### config.mk
export PLATFORM = sky130hd
export DESIGN_NAME = contador_mmss_cresc
export DESIGN_NICKNAME = d
export VERILOG_FILES = /design/src/rtl/contador_mmss_cresc.sv
export SDC_FILE = /design/constraint.sdc
export NUM_CORES = 1
export LEC_CHECK = 0
export CORE_ASPECT_RATIO = 1.25
export CORE_MARGIN = 4
export CORE_UTILIZATION = 31
export DETAILED_ROUTE_END_ITERATION = 16
export PLACE_DENSITY_LB_ADDON = 0.2
export SYNTH_ARGS = -nofsm -noshare
export SYNTH_HDL_FRONTEND = slang
export SYNTH_SLANG_ARGS = --single-unit
### constraint.sdc
create_clock -name clk -period 2.15 [get_ports clk]
set_input_delay 0.645 -clock clk [delete_from_list [all_inputs] [get_ports clk]]
set_output_delay 0.645 -clock clk [all_outputs]
set_load 0.01 [all_outputs]
### src/rtl/contador_mmss_cresc.sv
// Purpose: BCD mm:ss up-counter (00:00..59:59) with load, count enable and saturate-or-wrap end behaviour.
// Latency: one clk edge from load/en to the new count; tc is combinational, done is registered.
// Backpressure: none; en is a plain tick and is ignored while saturated in PARADO.
module contador_mmss_cresc #(
   parameter int WRAP = 0
) (
   input  logic        clk,
   input  logic        clearn,
   input  logic [15:0] data,
   input  logic        load,
   input  logic        en,
   output logic [3:0]  seg_uni,
   output logic [3:0]  seg_dez,
   output logic [3:0]  min_uni,
   output logic [3:0]  min_dez,
   output logic        tc,
   output logic        done
);

   typedef enum logic {
      CONTA  = 1'b0,
      PARADO = 1'b1
   } state_t;

   state_t     state, state_nxt;
   logic [3:0] seg_uni_nxt, seg_dez_nxt, min_uni_nxt, min_dez_nxt;
   logic [3:0] ld_seg_uni, ld_seg_dez, ld_min_uni, ld_min_dez;
   logic       seg_uni_max, seg_dez_max, min_uni_max, min_dez_max;
   logic       at_max;

   // Out-of-range load nibbles are forced to zero, each digit on its own.
   always_comb begin
      ld_min_dez = (data[15:12] > 4'd5) ? 4'd0 : data[15:12];
      ld_min_uni = (data[11:8]  > 4'd9) ? 4'd0 : data[11:8];
      ld_seg_dez = (data[7:4]   > 4'd5) ? 4'd0 : data[7:4];
      ld_seg_uni = (data[3:0]   > 4'd9) ? 4'd0 : data[3:0];
   end

   // Per-digit maximum flags; at_max marks 59:59.
   always_comb begin
      seg_uni_max = (seg_uni == 4'd9);
      seg_dez_max = (seg_dez == 4'd5);
      min_uni_max = (min_uni == 4'd9);
      min_dez_max = (min_dez == 4'd5);
      at_max      = seg_uni_max & seg_dez_max & min_uni_max & min_dez_max;
   end

   // Terminal count warns one cycle ahead of the wrap/saturate edge.
   always_comb begin
      tc = en & load & at_max & (state == CONTA);
   end

   // Next digits and state: load beats en; carries ripple within one edge.
   always_comb begin
      seg_uni_nxt = seg_uni;
      seg_dez_nxt = seg_dez;
      min_uni_nxt = min_uni;
      min_dez_nxt = min_dez;
      state_nxt   = state;
      if (!load) begin
         seg_uni_nxt = ld_seg_uni;
         seg_dez_nxt = ld_seg_dez;
         min_uni_nxt = ld_min_uni;
         min_dez_nxt = ld_min_dez;
         state_nxt   = CONTA;
      end else if (en && (state == CONTA)) begin
         if (at_max && (WRAP == 0)) begin
            state_nxt = PARADO;
         end else begin
            // At 59:59 with wrap, every digit is at max, so all roll to 0.
            seg_uni_nxt = seg_uni_max ? 4'd0 : seg_uni + 4'd1;
            if (seg_uni_max) begin
               seg_dez_nxt = seg_dez_max ? 4'd0 : seg_dez + 4'd1;
            end
            if (seg_uni_max && seg_dez_max) begin
               min_uni_nxt = min_uni_max ? 4'd0 : min_uni + 4'd1;
            end
            if (seg_uni_max && seg_dez_max && min_uni_max) begin
               min_dez_nxt = min_dez_max ? 4'd0 : min_dez + 4'd1;
            end
         end
      end
   end

   // Digit and state registers; clearn aborts to 00:00 / CONTA immediately.
   always_ff @(posedge clk or negedge clearn) begin
      if (!clearn) begin
         seg_uni <= 4'd0;
         seg_dez <= 4'd0;
         min_uni <= 4'd0;
         min_dez <= 4'd0;
         state   <= CONTA;
      end else begin
         seg_uni <= seg_uni_nxt;
         seg_dez <= seg_dez_nxt;
         min_uni <= min_uni_nxt;
         min_dez <= min_dez_nxt;
         state   <= state_nxt;
      end
   end

   // done comes straight from the state register.
   always_comb begin
      done = (state == PARADO);
   end

endmodule

==> flow_metrics.tcl <==
set metrics [dict create \
    endpoint_kind "primary output" \
    total_power_mw 1.07 \
    tritoncts "yes" \
    cts_buffers 3 \
    layoutNonFillerInstCount 242 \
    worst-r2r-setup-slack_ns 0.45 \
    die_width_um 63.5 \
    synth_seq_area_share_pct 35.6 \
    root_buffer "sky130_fd_sc_hd__clkbuf_8" \
    clock_path_buffers 2 \
    path_class "primary input to primary output" \
    synth_top_area_share_pct 35.6 \
    totalNegativeSetupSlack_ns 0 \
    post-synth-top-count-cell "sky130_fd_sc_hd__dfrtp_1" \
    leakage_nw 0.831 \
    post_synth_fa_ha_maj_area_fraction_pct 0 \
    slew_viol_final 0 \
    timing.clock.skew_ns 0.00292 \
    grt_pass1_vias 1329 \
    hold_depth 1 \
    floorplan.die_area_mm2 0.00491 \
    ys_top_cells_by_count "17 x sky130_fd_sc_hd__dfrtp_1, 11 x sky130_fd_sc_hd__o21ai_0, 9 x sky130_fd_sc_hd__a21oi_1" \
    via_per_inst 5.35 \
    drt_first_iter_violations 51 \
    ys_seq_elements 17 \
    crit-reg2reg-launch "seg_uni[1]$_DFFE_PN0P_" \
    synthCells 130 \
    synth-xor-area-share_pct 1.47 \
    worstRegToRegCells 6 \
    grt_overflow 0 \
    wl_per_cell_um 14.7 \
    drc 0 \
    share_of_synthesized_area_spent_on_multiplexers_pct 4.61 \
    std_cell_core_area_mm2 0.00360 \
    pin_count_of_the_biggest_net_entering_global_routing 18 \
    fillers 336 \
    antenna_cells 0 \
    cts-hold-fix-buffers 0 \
    synth-compound-area-share_pct 28.4 \
    yosys_warnings 0 \
    avg_cell_area_syn_um2 9.18 \
    drtPass1Iterations 4 \
    final_net_count 224 \
    yosys_most_used_dff "sky130_fd_sc_hd__dfrtp_1" \
    pre_cts_slack_ns -0.680 \
    power_density_of_the_placed_cells_mw_per_mm2 555 \
    rsz0062_at_grt "no" \
    dp_cells 233 \
    post_route_cells_drive_above_1_share_pct 25.1 \
    areaGrowthSynthToFinish_pct 60.9 \
    critical_path.startpoint_type "primary input" \
    portBuffers 37 \
    cp.arrival_ns 1.45 \
    worst_slack_ns 0.0599 \
    fmaxAchievable_mhz 478 \
    drt-total-wl_um 3550 \
    synth_top_family_by_area "compound AO/OA/AOI/OAI gates" \
    peakVddDrop_mv 0.256 \
    start_util_pct 33.1 \
    post-route-period-util_pct 97.2 \
    number_of_standard_cell_rows_in_the_floorplan 24 \
    synth-edff-count 0 \
    worst_setup_path_endpoint "tc" \
    crit_required_ns 1.50 \
    synth_top_cell_by_area "sky130_fd_sc_hd__dfrtp_1" \
    report.final.hold_viol_count 0 \
    clkSinkCount 17 \
    grt_util_all_layers_pct 15.3 \
    synth_async_sr_flop_share_pct 100 \
    ys_types 51 \
    worstSetupStartpoint "load" \
    worst_skew_late_latency_ns 0.25 \
    synth_nets 150 \
    synthesis.area_mm2 0.00119 \
    run_status "complete, no violations" \
    die_h_um 77.4 \
    clk_pin_slew_worst_paths_ns 0.07 \
    maxSlewHeadroom_pct 74.7 \
    synth_top_cells_by_area "sky130_fd_sc_hd__dfrtp_1 36%, sky130_fd_sc_hd__o21ai_0 4.6%, sky130_fd_sc_hd__a21oi_1 3.8%" \
    hpwl_um 2700 \
    cap_violations 0 \
    design.portCount 38 \
    wire_length_of_the_first_global_routing_pass_um 6090 \
    min-delay-path-class "flop to flop" \
    cts-htree-levels 1 \
    final-setup-viol-count 0 \
    total_via_count_in_the_routed_design 1295 \
    grt_antenna_before_repair 0 \
    final_util_pct 53.3 \
    post_synth_simple_gate_area_pct 27.1 \
    crit_path_max_fanout 2 \
    layout_min_cycle_time_ns 2.09 \
    finalWeightedCongestion 0.767 \
    antenna_violating_nets_left 0 \
    worst_pin_slew_ns 0.370 \
    reg2reg_to "min_uni[0]$_DFFE_PN0P_" \
]
-- repair_timing --
action                                  in CTS  in global routing
gates resized for setup                     11                  0
endpoints found under the setup margin       1                  1
buffers inserted                             5                  0
pin swaps                                    2                  1
-- where the power goes --
part	switching, mW	internal (mW)	total (mW)	leakage, nW
Combinational	0.197	0.250	0.447	0.589
Clock	0.105	0.131	0.236	0.0228
Sequential	0.0243	0.359	0.384	0.220
Total	0.326	0.740	1.07	0.831
-- stage by stage --
stage,area [µm²],hold WS (ns)
after floorplan,1190,0.349
after global routing,1920,0.616
after global placement,1820,0.503
after detailed placement,1820,0.516
after CTS,1920,0.583
final,1920,0.578
-- per-layer routing --
layer	track usage, %	routed length (µm)	vias to the layer above
met4	4.10	24	0
met5	0	0	-
met1	17.6	1510	620
met2	28.5	1880	29
li1	-	-	644
met3	2.75	143	2
-- flip-flops by register name, indices dropped and copies added (netlist names) --
name	count
min_dez	4
min_uni	4
seg_dez	4
seg_uni	4
done	1
-- layout by cell type, fill, tap and decap left out, types with 5 or more instances in the layout --
| cell type | netlist | routed |
|---|---|---|
| sky130_fd_sc_hd__a21oi_1 | 9 | 9 |
| sky130_fd_sc_hd__buf_4 | 0 | 35 |
| sky130_fd_sc_hd__clkdlybuf4s50_1 | 0 | 34 |
| sky130_fd_sc_hd__dfrtp_1 | 17 | 17 |
| sky130_fd_sc_hd__nand2_1 | 7 | 7 |
| sky130_fd_sc_hd__nand3_1 | 8 | 7 |
| sky130_fd_sc_hd__nor2_1 | 8 | 7 |
| sky130_fd_sc_hd__nor2b_1 | 6 | 5 |
| sky130_fd_sc_hd__o21ai_0 | 11 | 11 |
-- final cells by class --
| cell class | count | area (µm²) | share of cell area [%] |
|---|---|---|---|
| clock buffer | 4 | 45.0 | 2.35 |
| inverter | 5 | 18.8 | 0.977 |
| multi-input combinational | 105 | 757 | 39.4 |
| sequential | 17 | 425 | 22.1 |
| tap | 39 | 48.8 | 2.54 |
| timing repair buffer | 72 | 626 | 32.6 |
-- cell families after synthesis --
| kind of cell | Yosys count |
|---|---|
| XOR/XNOR | 2 |
| AO/OA/AOI/OAI | 48 |
| multiplexers | 5 |
| flip-flops | 17 |
| AND/OR/NAND/NOR | 50 |
| buffers and inverters | 8 |
-- worst max-delay path: stages --
cell and delay [ns]:
sky130_fd_sc_hd__dlygate4sd2_1 0.22, sky130_fd_sc_hd__nor3b_4 0.22, sky130_fd_sc_hd__nand4_4 0.11, sky130_fd_sc_hd__nor2_2 0.11
sky130_fd_sc_hd__buf_2 0.14
-- worst min-delay path by stage --
stage	from	endpoint	slack, ns
floorplan	clearn	done$_DFFE_PN0P_	0.35
global placement	done$_DFFE_PN0P_	done$_DFFE_PN0P_	0.50
detailed placement	done$_DFFE_PN0P_	done$_DFFE_PN0P_	0.52
CTS	done$_DFFE_PN0P_	done$_DFFE_PN0P_	0.58
global route	done$_DFFE_PN0P_	done$_DFFE_PN0P_	0.62
finish	done$_DFFE_PN0P_	done$_DFFE_PN0P_	0.58
Power figures use the tool's default switching activity.
